--- src/rtl/tx_arbiter.sv ---
// tx_arbiter: round-robin arbiter feeding two one-byte requesters into a single UART transmitter with watchdog abort
module tx_arbiter #(
  parameter int NB_DATA    = 8,
  parameter int NB_TIMEOUT = 16
) (
  input  logic               i_clock,
  input  logic               i_reset,
  input  logic               i_req0_valid,
  input  logic [NB_DATA-1:0] i_req0_data,
  output logic               o_req0_ready,
  input  logic               i_req1_valid,
  input  logic [NB_DATA-1:0] i_req1_data,
  output logic               o_req1_ready,
  output logic               o_tx_start,
  output logic [NB_DATA-1:0] o_tx_data,
  input  logic               i_tx_done,
  output logic [1:0]         o_grant,
  output logic               o_busy,
  output logic               o_timeout_err
);
  typedef enum logic [1:0] {IDLE = 2'd0, START = 2'd1, WAIT = 2'd2} state_t;
  localparam logic [NB_TIMEOUT-1:0] WD_LAST = {{(NB_TIMEOUT-1){1'b1}}, 1'b0};
  state_t              state;
  logic                full0, full1, last_grant;
  logic [NB_DATA-1:0]  data0, data1;
  logic [NB_TIMEOUT-1:0] wd;
  logic                wd_hit, frame_end, pick1;
  assign o_req0_ready = !full0;
  assign o_req1_ready = !full1;
  // Frame ends on done or on the last watchdog cycle; winner alternates when both buffers hold data.
  always_comb begin
    wd_hit    = wd == WD_LAST;
    frame_end = state == WAIT && (i_tx_done || wd_hit);
    pick1     = full1 && (!full0 || !last_grant);
  end
  // One-entry buffers: fill when empty, drain only when the owning frame ends.
  always_ff @(posedge i_clock) begin
    if (i_reset) begin
      full0 <= 1'b0;
      full1 <= 1'b0;
      data0 <= '0;
      data1 <= '0;
    end else begin
      if (i_req0_valid && !full0) begin
        full0 <= 1'b1;
        data0 <= i_req0_data;
      end else if (frame_end && o_grant[0]) full0 <= 1'b0;
      if (i_req1_valid && !full1) begin
        full1 <= 1'b1;
        data1 <= i_req1_data;
      end else if (frame_end && o_grant[1]) full1 <= 1'b0;
    end
  end
  // Transmit sequencer: launch a frame, then wait for done or the watchdog.
  always_ff @(posedge i_clock) begin
    if (i_reset) begin
      state         <= IDLE;
      o_tx_start    <= 1'b0;
      o_tx_data     <= '0;
      o_grant       <= 2'b00;
      o_busy        <= 1'b0;
      o_timeout_err <= 1'b0;
      wd            <= '0;
      last_grant    <= 1'b1;
    end else begin
      case (state)
        IDLE: if (full0 || full1) begin
          state      <= START;
          o_tx_start <= 1'b1;
          o_tx_data  <= pick1 ? data1 : data0;
          o_grant    <= pick1 ? 2'b10 : 2'b01;
          o_busy     <= 1'b1;
        end
        START: begin
          state      <= WAIT;
          o_tx_start <= 1'b0;
          wd         <= '0;
        end
        WAIT: if (frame_end) begin
          state      <= IDLE;
          o_grant    <= 2'b00;
          o_busy     <= 1'b0;
          last_grant <= o_grant[1];
          if (!i_tx_done) o_timeout_err <= 1'b1;
        end else wd <= wd + 1'b1;
        default: state <= IDLE;
      endcase
    end
  end
endmodule

--- config.mk ---
export PLATFORM = sky130hd
export DESIGN_NAME = tx_arbiter
export DESIGN_NICKNAME = d
export VERILOG_FILES = /design/src/rtl/tx_arbiter.sv
export SDC_FILE = /design/constraint.sdc
export NUM_CORES = 1
export LEC_CHECK = 0
export BUFFER_PORTS_ARGS = -buffer_cell sky130_fd_sc_hd__buf_2
export CORE_MARGIN = 1.5
export CORE_UTILIZATION = 56
export DETAILED_ROUTE_END_ITERATION = 6
export PLACE_DENSITY = 0.77
export SYNTH_ARGS = -nofsm -noshare
export SYNTH_HDL_FRONTEND = slang
export SYNTH_SLANG_ARGS = --single-unit
export TNS_END_PERCENT = 20
--- constraint.sdc ---
create_clock -name i_clock -period 2.1 [get_ports i_clock]
set_input_delay 0.42 -clock i_clock [delete_from_list [all_inputs] [get_ports i_clock]]
set_output_delay 0.42 -clock i_clock [all_outputs]
set_load 0.005 [all_outputs]
## Word-level counts from Yosys, hierarchy flattened

Index checks and enable logic that the tools add are counted.

| operators by class | value |
|---|---|
| multiplexer cells | 17 |
| bitwise operators | 1 |
| $add $sub $neg | 1 |
| equality and inequality tests | 6 |
| reduce and logical (&&, ||, !) cells | 25 |

Operator list:

| cell | count |
|---|---|
| $pmux W16 S2 | 1 |
| $add A16 B1 Y16 const B | 1 |
| $eq A16 B16 Y1 const B | 1 |
| $mux W16 | 1 |
| $reduce_and A2 Y1 | 5 |
| $reduce_bool A2 Y1 | 5 |
| $mux W2 | 4 |
| $mux W8 | 1 |
| $logic_and A1 B1 Y1 | 6 |
| $mux W1 | 6 |
| $ne A2 B2 Y1 const B | 3 |
| $pmux W2 S3 | 1 |
| $reduce_and A3 Y1 | 2 |
| $pmux W1 S2 | 2 |
| $pmux W2 S2 | 1 |
| $logic_not A1 Y1 | 3 |
| $logic_or A1 B1 Y1 | 3 |
| $eq A2 B1 Y1 const B | 1 |
| $eq A2 B2 Y1 const B | 1 |
| $logic_not A2 Y1 | 1 |
| $not A1 Y1 | 1 |

| word-level totals | value |
|---|---|
| word-level logic and storage cells | 62 |
| output and inout port bits | 15 |
| bits in registers | 50 |

## Longest topological paths before layout

Gate-level depths: netlist (run 1).

| depth | value |
|---|---|
| depth in word-level cells | 6 |
| depth in mapped cells | 7 |

## Worst setup path after synthesis (run 1)

OpenSTA, ideal clock, no wires.

| timing path | value |
|---|---|
| path type | register to register |
| start point | register wd[1] |
| end point | register full0 |
| setup slack | 0.422 ns |
| arrival time | 1.546 ns |
| setup time | 0.133 ns |
| buffers on the path | 1 |
| required time | 1.967 ns |
| cell stages (with the launch flop) | 7 |
| period minus slack after synthesis | 1.678 ns |
| path through | dfxtp_1 > ha_1 > nand4_1 > or4_1 > buf_2 > a21oi_2 > a311oi_1 |

| on the way | value |
|---|---|
| word-level cells in the longest chain between the ends | 5 |

RTL lines:

| item | RTL line | source |
|---|---|---|
| start, declared | 26 | `logic [NB_TIMEOUT-1:0] wd;` |
| start signal, assigned | 85 | `end else wd <= wd + 1'b1;` |
| $eq A16 B16 Y1 | 32 | `wd_hit = wd == WD_LAST;` |
| $logic_or A1 B1 Y1 | 33 | `frame_end = state == WAIT && (i_tx_done \|\| wd_hit);` |
| $logic_and A1 B1 Y1 | 33 |  |
| $logic_and A1 B1 Y1 | 47 | `end else if (frame_end && o_grant[0]) full0 <= 1'b0;` |
| $reduce_bool A2 Y1 (no line) | n/a |  |
| end signal, assigned | 39 | `full0 <= 1'b0;` |
| end signal, assigned | 45 | `full0 <= 1'b1;` |
| end signal, assigned | 47 |  |
| end, declared | 24 | `logic full0, full1, last_grant;` |

Every way passes these cells.
A chain may end at the register's enable or synchronous reset.

## Worst setup path in the final report (run 1)

| timing path | value |
|---|---|
| start point | register wd[1] |
| end point | register o_grant[0] |

| on the way | value |
|---|---|
| word-level cells in the longest chain between the ends | 5 |

RTL lines:

| item | RTL line | source |
|---|---|---|
| $eq A16 B16 Y1 | 32 |  |
| $logic_or A1 B1 Y1 | 33 |  |
| $logic_and A1 B1 Y1 | 33 |  |
| $ne A2 B2 Y1 (no line) | n/a |  |
| $reduce_and A3 Y1 (no line) | n/a |  |
| end signal, assigned | 71 | `o_grant <= pick1 ? 2'b10 : 2'b01;` |
| end, declared | 17 | `output logic [1:0] o_grant,` |

Every way passes these cells.

==> results.toml, run 1 <==
[final_layout]
most-common-layout-cells = "dfxtp_1 (50), nor2_1 (36), buf_2 (35)"
multiInputGateArea_sq_um = 1220
drive_gt1_frac = 0.212
num-fill-cells = 348
register_area_sq_um = 1000
layout.cells.most_common = "dfxtp_1"
finalNetCount = 324
num_antenna_cells = 0
area_delta_synth_final_pct = 17.0
fin_util = 0.679

[sta]
setup_viol = 0
relSlewSlack = 0.656
setup_slack_ns = 0.219
hold_viol = 0
worst_pin_slew_ns = 0.513
final.min_clock_period_ns = 1.88
rsz0062_at_grt = "false"
fin_skew_ns = 0.00665
fin_tns_setup_ns = 0
finalCritPeriodShare = 0.896
slew_viol_final = 0
fmaxAchievable_ghz = 0.532

[setup_path]
critical_path_arrival_ns = 2.06
crit_type = "flop to flop"
crit_fanout = 6
cp-end-kind = "flop"
worst_ep_required_time_ns = 2.28
start_kind = "flop"

[pwr]
power.total_w = 0.00184
p_leak_nw = 1.05
ir_worst_vdd_v = 0.000470
power_density_nw_per_um2 = 685

[floorplanning]
die_area_sq_um = 4510
row_count = 23
ios = 36
die_h_microns = 67.1
fp.dieW_microns = 67.1
fp.coreArea_sq_um = 3970
start_util = 0.580

[synth]
syn_area_per_cell_sq_um = 8.89
ys_ff_latch = 50
synth_fp_nets = 282
syn_area_sq_um = 2300
netlist_instances = 259
synth-warning-count = 0
ys_seq_area_frac = 0.435
synthDistinctLibCells = 42

[drt]
wl_per_cell_microns = 14.2
routed_wl_microns = 4990
avgViaCountPerCell = 5.71
drt_iter0_drc = 113
vias = 2010
post-route-drc-count = 0
ant_nets = 0
drtPass1Iterations = 4

[clock_network]
cts_max_level = 2
clk_latency_ns = 0.31
cts.sinks = 50
post_cts_resized = 0
cts_tree = "done"
root_buffer = "clkbuf_8"
clock_path_buffers = 2
postCtsHoldBufs = 0
post_cts.repair.setup_buffers = 0
cts_buffers = 5
clkSlewWorstSetupHoldPaths_ns = 0.09

[job]
cap_violations = 0

[global_route]
grt_use_met3 = 0.0683
grt_pass1_vias = 1893
use_met1 = 0.295
grt_usage = 0.243
grt_antenna_before_repair = 0
grt_max_degree = 22
grt_use_met2 = 0.407
overflow = 0
grt_pass1_wl_microns = 8290
busiest_layer = "met2"

[placed_design]
place_congestion = 0.857
hpwl_microns = 3610
dp_slack_ns = 0.241
io_buffers = 35

[min_path]
hold_path_class = "input pin to flop"

[status]
status = "finished clean"
==> power breakdown <==
group / internal (W) / switching [W] / total [W] / leakage [nW]
registers: 0.00100 / 0.0000332 / 0.00103 / 0.409
clock network: 0.000236 / 0.000323 / 0.000559 / 0.0452
logic: 0.000114 / 0.000137 / 0.000251 / 0.599
==> final timing paths <==
path / from / endpoint / slack, ns / cells past startpoint
max: wd[1] / o_grant[0] / 0.22 / 5
max reg2reg: wd[1] / o_grant[0] / 0.22 / 5
min: i_req0_data[1] / data0[1] / 0.34 / 3
min reg2reg: o_timeout_err / o_timeout_err / 0.45 / 2
==> metal layers <==
metal,share of wire,vias to the layer above
li1,-,1039
met2,0.48,46
met1,0.45,916
met4,0.019,0
met5,0,-
met3,0.052,9
==> synthesized netlist by cell type <==
library cell / instances / share of area
a311oi_1: 2 / 0.0076
ha_1: 2 / 0.011
or4_1: 9 / 0.029
o2bb2ai_1: 1 / 0.0038
and3_1: 1 / 0.0027
inv_1: 8 / 0.013
or4b_1: 1 / 0.0043
nor2b_1: 3 / 0.0081
a211oi_1: 9 / 0.029
nand2_1: 12 / 0.020
buf_2: 2 / 0.0043
nor4b_1: 1 / 0.0038
and2_1: 3 / 0.0081
nand3_1: 10 / 0.022
a21oi_1: 14 / 0.030
nor3_1: 5 / 0.011
nor2_1: 36 / 0.059
xor2_1: 1 / 0.0038
or2_2: 1 / 0.0027
o31ai_1: 6 / 0.020
or3b_2: 1 / 0.0038
buf_1: 2 / 0.0033
o211ai_1: 6 / 0.020
o41a_1: 1 / 0.0049
clkbuf_2: 1 / 0.0022
nand2b_1: 2 / 0.0054
nor4_1: 5 / 0.014
nand4b_1: 1 / 0.0038
a31oi_1: 1 / 0.0027
dfxtp_1: 50 / 0.43
nand4_1: 7 / 0.019
a2111oi_0: 1 / 0.0038
a21oi_2: 1 / 0.0038
nand4_4: 1 / 0.0092
clkbuf_1: 11 / 0.018
or3_1: 4 / 0.011
nor3b_1: 1 / 0.0033
a311o_1: 1 / 0.0043
o31a_1: 1 / 0.0038
mux2i_1: 27 / 0.12
and4_1: 3 / 0.011
o21ai_0: 4 / 0.0087
==> critical path, stage by stage, from the launching register on <==
cell and delay, ns:
dfxtp_1 0.42, ha_1 0.23, nand4_1 0.15, or4_1 0.51
a21oi_2 0.32, a2111oi_0 0.13
==> through the flow <==
stage | hold slack [ns] | std cells | area, sq um
5_1_grt | 0.340 | 352 | 2700
2_1_floorplan | 0.442 | 259 | 2300
3_5_place_dp | 0.438 | 344 | 2610
4_1_cts | 0.338 | 352 | 2700
6_report | 0.340 | 352 | 2700
3_3_place_gp | 0.430 | 344 | 2610
==> layout make-up <==
cell class              instances  share of cell area
clock buffers                   6              0.0269
clock inverters                 2             0.00511
inverters                       8              0.0111
multi-input cells             185               0.453
flip-flops and latches         50               0.371
well taps                      50              0.0232
repair buffers                 51               0.110
==> sequential cells by signal (all words and copies together), names as in the netlist <==
name and cells:
o_timeout_err 1, o_busy 1, wd 16, state 2, full0 1, data0 8, last_grant 1, o_tx_data 8
full1 1, o_tx_start 1, o_grant 2, data1 8
==> cell families (layout without fill, tap and decap cells) <==
| kind of cell | Yosys count | count (layout) | synth area share |
|---|---|---|---|
| flops | 50 | 50 | 0.435 |
| fa+ha+maj | 2 | 2 | 0.0109 |
| buf+inv | 24 | 67 | 0.0407 |
| xor+xnor | 1 | 1 | 0.00380 |
| compound gates | 48 | 48 | 0.142 |
| simple gates | 107 | 107 | 0.250 |
| mux | 27 | 27 | 0.117 |
No activity file was read; power rests on OpenSTA's default activity.
==> inputs of run 2 (changes only) <==
- CORE_ASPECT_RATIO: unset -> 1.5
- CORE_UTILIZATION: 56 -> 35
- PLACE_DENSITY: 0.77 -> 0.52
==> run 2 against run 1 <==
Against the previous run:
- sequential cell count stayed put
- via count is 1.7% higher
- final cell count is 8.0% higher
- largest power group unchanged
==> results.toml, run 2 (synthesis results as in run 1) <==
[status]
status = "finished clean"

[clock_network]
post_cts.repair.setup_buffers = 0
post_cts_resized = 0
cts_max_level = 2
cts_tree = "done"
cts.sinks = 50
cts_buffers = 5
postCtsHoldBufs = 0
root_buffer = "clkbuf_8"
clk_latency_ns = 0.30
clock_path_buffers = 2
clkSlewWorstSetupHoldPaths_ns = 0.09

[setup_path]
crit_fanout = 9
worst_ep_required_time_ns = 2.32
cp-end-kind = "flop"
critical_path_arrival_ns = 2.09
crit_type = "flop to flop"
start_kind = "flop"

[sta]
fmaxAchievable_ghz = 0.536
rsz0062_at_grt = "false"
fin_tns_setup_ns = 0
relSlewSlack = 0.602
hold_viol = 0
finalCritPeriodShare = 0.889
final.min_clock_period_ns = 1.87
fin_skew_ns = 0.00724
worst_pin_slew_ns = 0.592
setup_viol = 0
slew_viol_final = 0

[pwr]
p_sw_w = 0.000493
p_leak_nw = 1.07
power_density_nw_per_um2 = 708
swShare = 0.250
ir_worst_vdd_v = 0.000462
seqPwrFrac = 0.525
pwr-share-comb = 0.130
intPower_w = 0.00148
pwr-share-clk = 0.345

[job]
cap_violations = 0

[drt]
ant_nets = 0
vias = 2044
routed_wl_microns = 5510
post-route-drc-count = 0
wl_per_cell_microns = 14.5
drtPass1Iterations = 4
avgViaCountPerCell = 5.38
drt_iter0_drc = 90

[floorplanning]
start_util = 0.358
fp.coreArea_sq_um = 6440
die_area_sq_um = 7090
die_h_microns = 102
ios = 36
row_count = 36
fp.dieW_microns = 69.2

[global_route]
grt_antenna_before_repair = 0
overflow = 0
grt_max_degree = 25
grt_usage = 0.162
grt_pass1_vias = 2016
grt_pass1_wl_microns = 9330

[final_layout]
register_area_sq_um = 1000
fin_util = 0.431
fin_cells = 380
most-common-layout-cells = "dfxtp_1 (50), nor2_1 (36), buf_2 (35)"
finalNetCount = 326
num_antenna_cells = 0
regMostFlops = "wd"
drive_gt1_frac = 0.217
num-fill-cells = 675
layout.cells.most_common = "dfxtp_1"
multiInputGateArea_sq_um = 1220
largest_reg_flops = 16
area_delta_synth_final_pct = 20.6

[min_path]
hold_path_class = "input pin to flop"

[placed_design]
place_congestion = 0.857
hpwl_microns = 4110
place_inst = 372
io_buffers = 35
==> run 2: layout make-up <==
cell class,count,area share
tap,76,0.0342
sequential,50,0.360
timing repair buffer,53,0.116
clock inverter,2,0.0135
inverter,8,0.0108
multi-input combinational,185,0.439
clock buffer,6,0.0261
==> run 2: per-layer routing <==
metal  track usage  share of wire  routed length, microns  up-vias
li1              -              -                       -     1042
met5             0              0                       0        -
met2         0.287           0.51                    2810       39
met1         0.187           0.43                    2360      949
met3        0.0335          0.035                     192       14
met4        0.0739          0.028                     153        0
==> run 2: path summary, 6_finish.rpt <==
path                                      from  cells past startpoint            end  slack (ns)
worst max-delay path                    wd[10]                      4         wd[15]        0.23
worst min-delay path            i_req0_data[3]                      3       data0[3]        0.35
worst max register to register          wd[10]                      4         wd[15]        0.23
worst min register to register   o_timeout_err                      2  o_timeout_err        0.45
==> run 2: critical path: stages (launching register included) <==
cell,delay [ns]
dfxtp_1,0.43
nand4_4,0.18
or4b_1,0.58
or4_1,0.42
a31oi_1,0.18
==> run 2: metrics by stage <==
step | setup WS [ns] | instance area [sq um] | hold slack [ns] | power (W)
floorplan | 0.422 | 2300 | 0.442 | 0.00121
global placement | 0.258 | 2670 | 0.439 | 0.00131
detailed placement | 0.237 | 2670 | 0.444 | 0.00132
CTS | 0.221 | 2780 | 0.337 | 0.00200
global route | 0.0582 | 2780 | 0.335 | 0.00207
finish | 0.233 | 2780 | 0.346 | 0.00197
==> run 2: power groups by stage <==
stage                     clock network [W]  registers (W)  logic (W)
after floorplan                           0        0.00105   0.000154
final                              0.000679        0.00103   0.000256
after global placement                    0        0.00106   0.000257
after detailed placement                  0        0.00106   0.000260
after CTS                          0.000709        0.00103   0.000261
after global routing               0.000742        0.00104   0.000288
==> inputs of run 3 (changes only) <==
- CORE_UTILIZATION: 35 -> 55
- PLACE_DENSITY: 0.52 -> 0.76
- clock period: 2.1 -> 2.3 ns (I/O delays scaled with it)
==> run 3 against run 2 <==
Against the previous run:
- register-to-register slack worse by 0.03 ns
- sequential share of layout area increased by 0.95 points
- critical path depth is 2 higher
- combinational power shrank 14%
- final cell count decreased by 10%
- sequential cell count did not move
- critical path type unchanged
- clock-buffer cell count stayed put
- via count fell by 0.88%
- routed wire length decreased by 7.7%
- sequential power fell by 8%
- hold slack improved by 0.045 ns
- global-route usage up 7.3 points
==> results.toml, run 3 (synthesis results as in run 1) <==
[status]
status = "finished clean"

[clock_network]
clock_path_buffers = 2
root_buffer = "clkbuf_8"
post_cts_resized = 0
clk_latency_ns = 0.30
cts_max_level = 2
clkSlewWorstSetupHoldPaths_ns = 0.09
cts_tree = "done"
cts.sinks = 50
postCtsHoldBufs = 0
post_cts.repair.setup_buffers = 0
cts_buffers = 5

[global_route]
grt_pass1_wl_microns = 8460
overflow = 0
grt_max_degree = 25
grt_usage = 0.234
grt_antenna_before_repair = 0
grt_pass1_vias = 1891

[pwr]
seqPwrFrac = 0.496
pwr-share-clk = 0.389
intPower_w = 0.00148
power_density_nw_per_um2 = 707
pwr-share-comb = 0.115
swShare = 0.226
p_sw_w = 0.000433
ir_worst_vdd_v = 0.000781
p_leak_nw = 1.05

[drt]
ant_nets = 0
drt_iter0_drc = 40
drtPass1Iterations = 4
post-route-drc-count = 0
wl_per_cell_microns = 14.9
avgViaCountPerCell = 5.92
routed_wl_microns = 5090
vias = 2026

[sta]
hold_viol = 0
relSlewSlack = 0.341
fin_skew_ns = 0.00593
slew_viol_final = 0
worst_pin_slew_ns = 0.981
rsz0062_at_grt = "false"
fin_tns_setup_ns = 0
finalCritPeriodShare = 0.912
fmaxAchievable_ghz = 0.477
setup_viol = 0
final.min_clock_period_ns = 2.10

[setup_path]
crit_path_max_incr_delay_ns = 0.76
slowest_stage = "nor4_2"
cp-end-kind = "flop"
reg2reg_slack_ns = 0.20
worst_ep_required_time_ns = 2.50
start_kind = "flop"
crit_type = "flop to flop"
crit_fanout = 12
r2r_end = "wd[6]"
cp_num_buf_inv = 1
crit_chain = "ha_1 -> nand4_1 -> nor4_2 -> buf_4 -> nor3_1 -> mux2i_1"
reg2regPathDepth = 6
critical_path_arrival_ns = 2.29
regToRegStartpoint = "wd[1]"
crit_family = "simple AND/OR/NAND/NOR gates"

[min_path]
hold_end = "data1[2]"
hold_path_class = "input pin to flop"
hp-start = "i_req1_data[2]"
hold_path_depth = 3

[final_layout]
largest_reg_flops = 16
regMostFlops = "wd"
num_antenna_cells = 0
finalNetCount = 319
stdcell_area_sq_um = 2710
drive_gt1_frac = 0.202
layout.cells.most_common = "dfxtp_1"
area_delta_synth_final_pct = 17.5
most-common-layout-cells = "dfxtp_1 (50), nor2_1 (36), buf_2 (35)"

[placed_design]
io_buffers = 35
dpl_cell_area_sq_um = 2560
place_congestion = 0.831
hpwl_microns = 3730

[floorplanning]
fp.coreArea_sq_um = 3990
die_h_microns = 82.3
die_area_sq_um = 4590
fp.dieW_microns = 55.8
ios = 36
start_util = 0.577
row_count = 28

[job]
cap_violations = 0
[run 3: cell count changes in the layout (fill, tap and decap cells not counted)]
cell | before | now
clkinvlp_4 | 1 | 0
clkbuf_1 | 1 | 0
buf_4 | 17 | 11
bufinv_16 | 1 | 2
clkbuf_8 | 5 | 6
buf_12 | 1 | 0
[run 3: worst max path at each step]
stage	to	cells after the start	slack (ns)	from
after floorplan	full0	6	0.62	wd[1]
after global placement	wd[6]	6	0.27	wd[1]
after detailed placement	wd[6]	6	0.25	wd[1]
after CTS	wd[6]	6	0.22	wd[1]
after global routing	wd[13]	6	0.05	wd[1]
final	wd[6]	6	0.20	wd[1]
[run 3: power by group through the flow]
stage | clock network (W) | registers (W) | logic (W)
3_5_place_dp | 0 | 0.000968 | 0.000223
5_1_grt | 0.000795 | 0.000955 | 0.000244
6_report | 0.000744 | 0.000948 | 0.000221
3_3_place_gp | 0 | 0.000966 | 0.000219
2_1_floorplan | 0 | 0.000962 | 0.000141
4_1_cts | 0.000759 | 0.000948 | 0.000224
[run 3: area by class of cell]
cell class	instances	area, sq um
clock buffers	6	82.6
clock inverters	2	60.1
fillers	342	1290
inverters	8	30.0
multi-input cells	185	1220
flip-flops and latches	50	1000
well taps	45	56.3
repair buffers	46	258
[run 3: per-stage QoR]
stage | hold slack, ns | setup WS [ns] | cells | utilization | total power [W]
global placement | 0.434 | 0.271 | 334 | 0.642 | 0.00119
floorplan | 0.442 | 0.622 | 259 | - | 0.00110
CTS | 0.387 | 0.218 | 342 | 0.678 | 0.00193
finish | 0.391 | 0.203 | 342 | 0.678 | 0.00191
global route | 0.378 | 0.0499 | 342 | 0.678 | 0.00200
detailed placement | 0.445 | 0.253 | 334 | 0.642 | 0.00119
[run 3: metal layers]
metal	part of all wire	vias up	global-route usage
li1	-	1030	-
met2	0.56	34	0.451
met1	0.40	958	0.250
met3	0.031	4	0.0483
met4	0.013	0	0.0929
met5	0	-	0
[run 3: worst register-to-register path: cells and delay by family (launching register included)]
kind                       cells  cell delay, ns
adders and majority gates      1            0.23
buffers and inverters          1            0.26
muxes                          1            0.12
DFF                            1            0.42
and+or+nand+nor                3            0.96
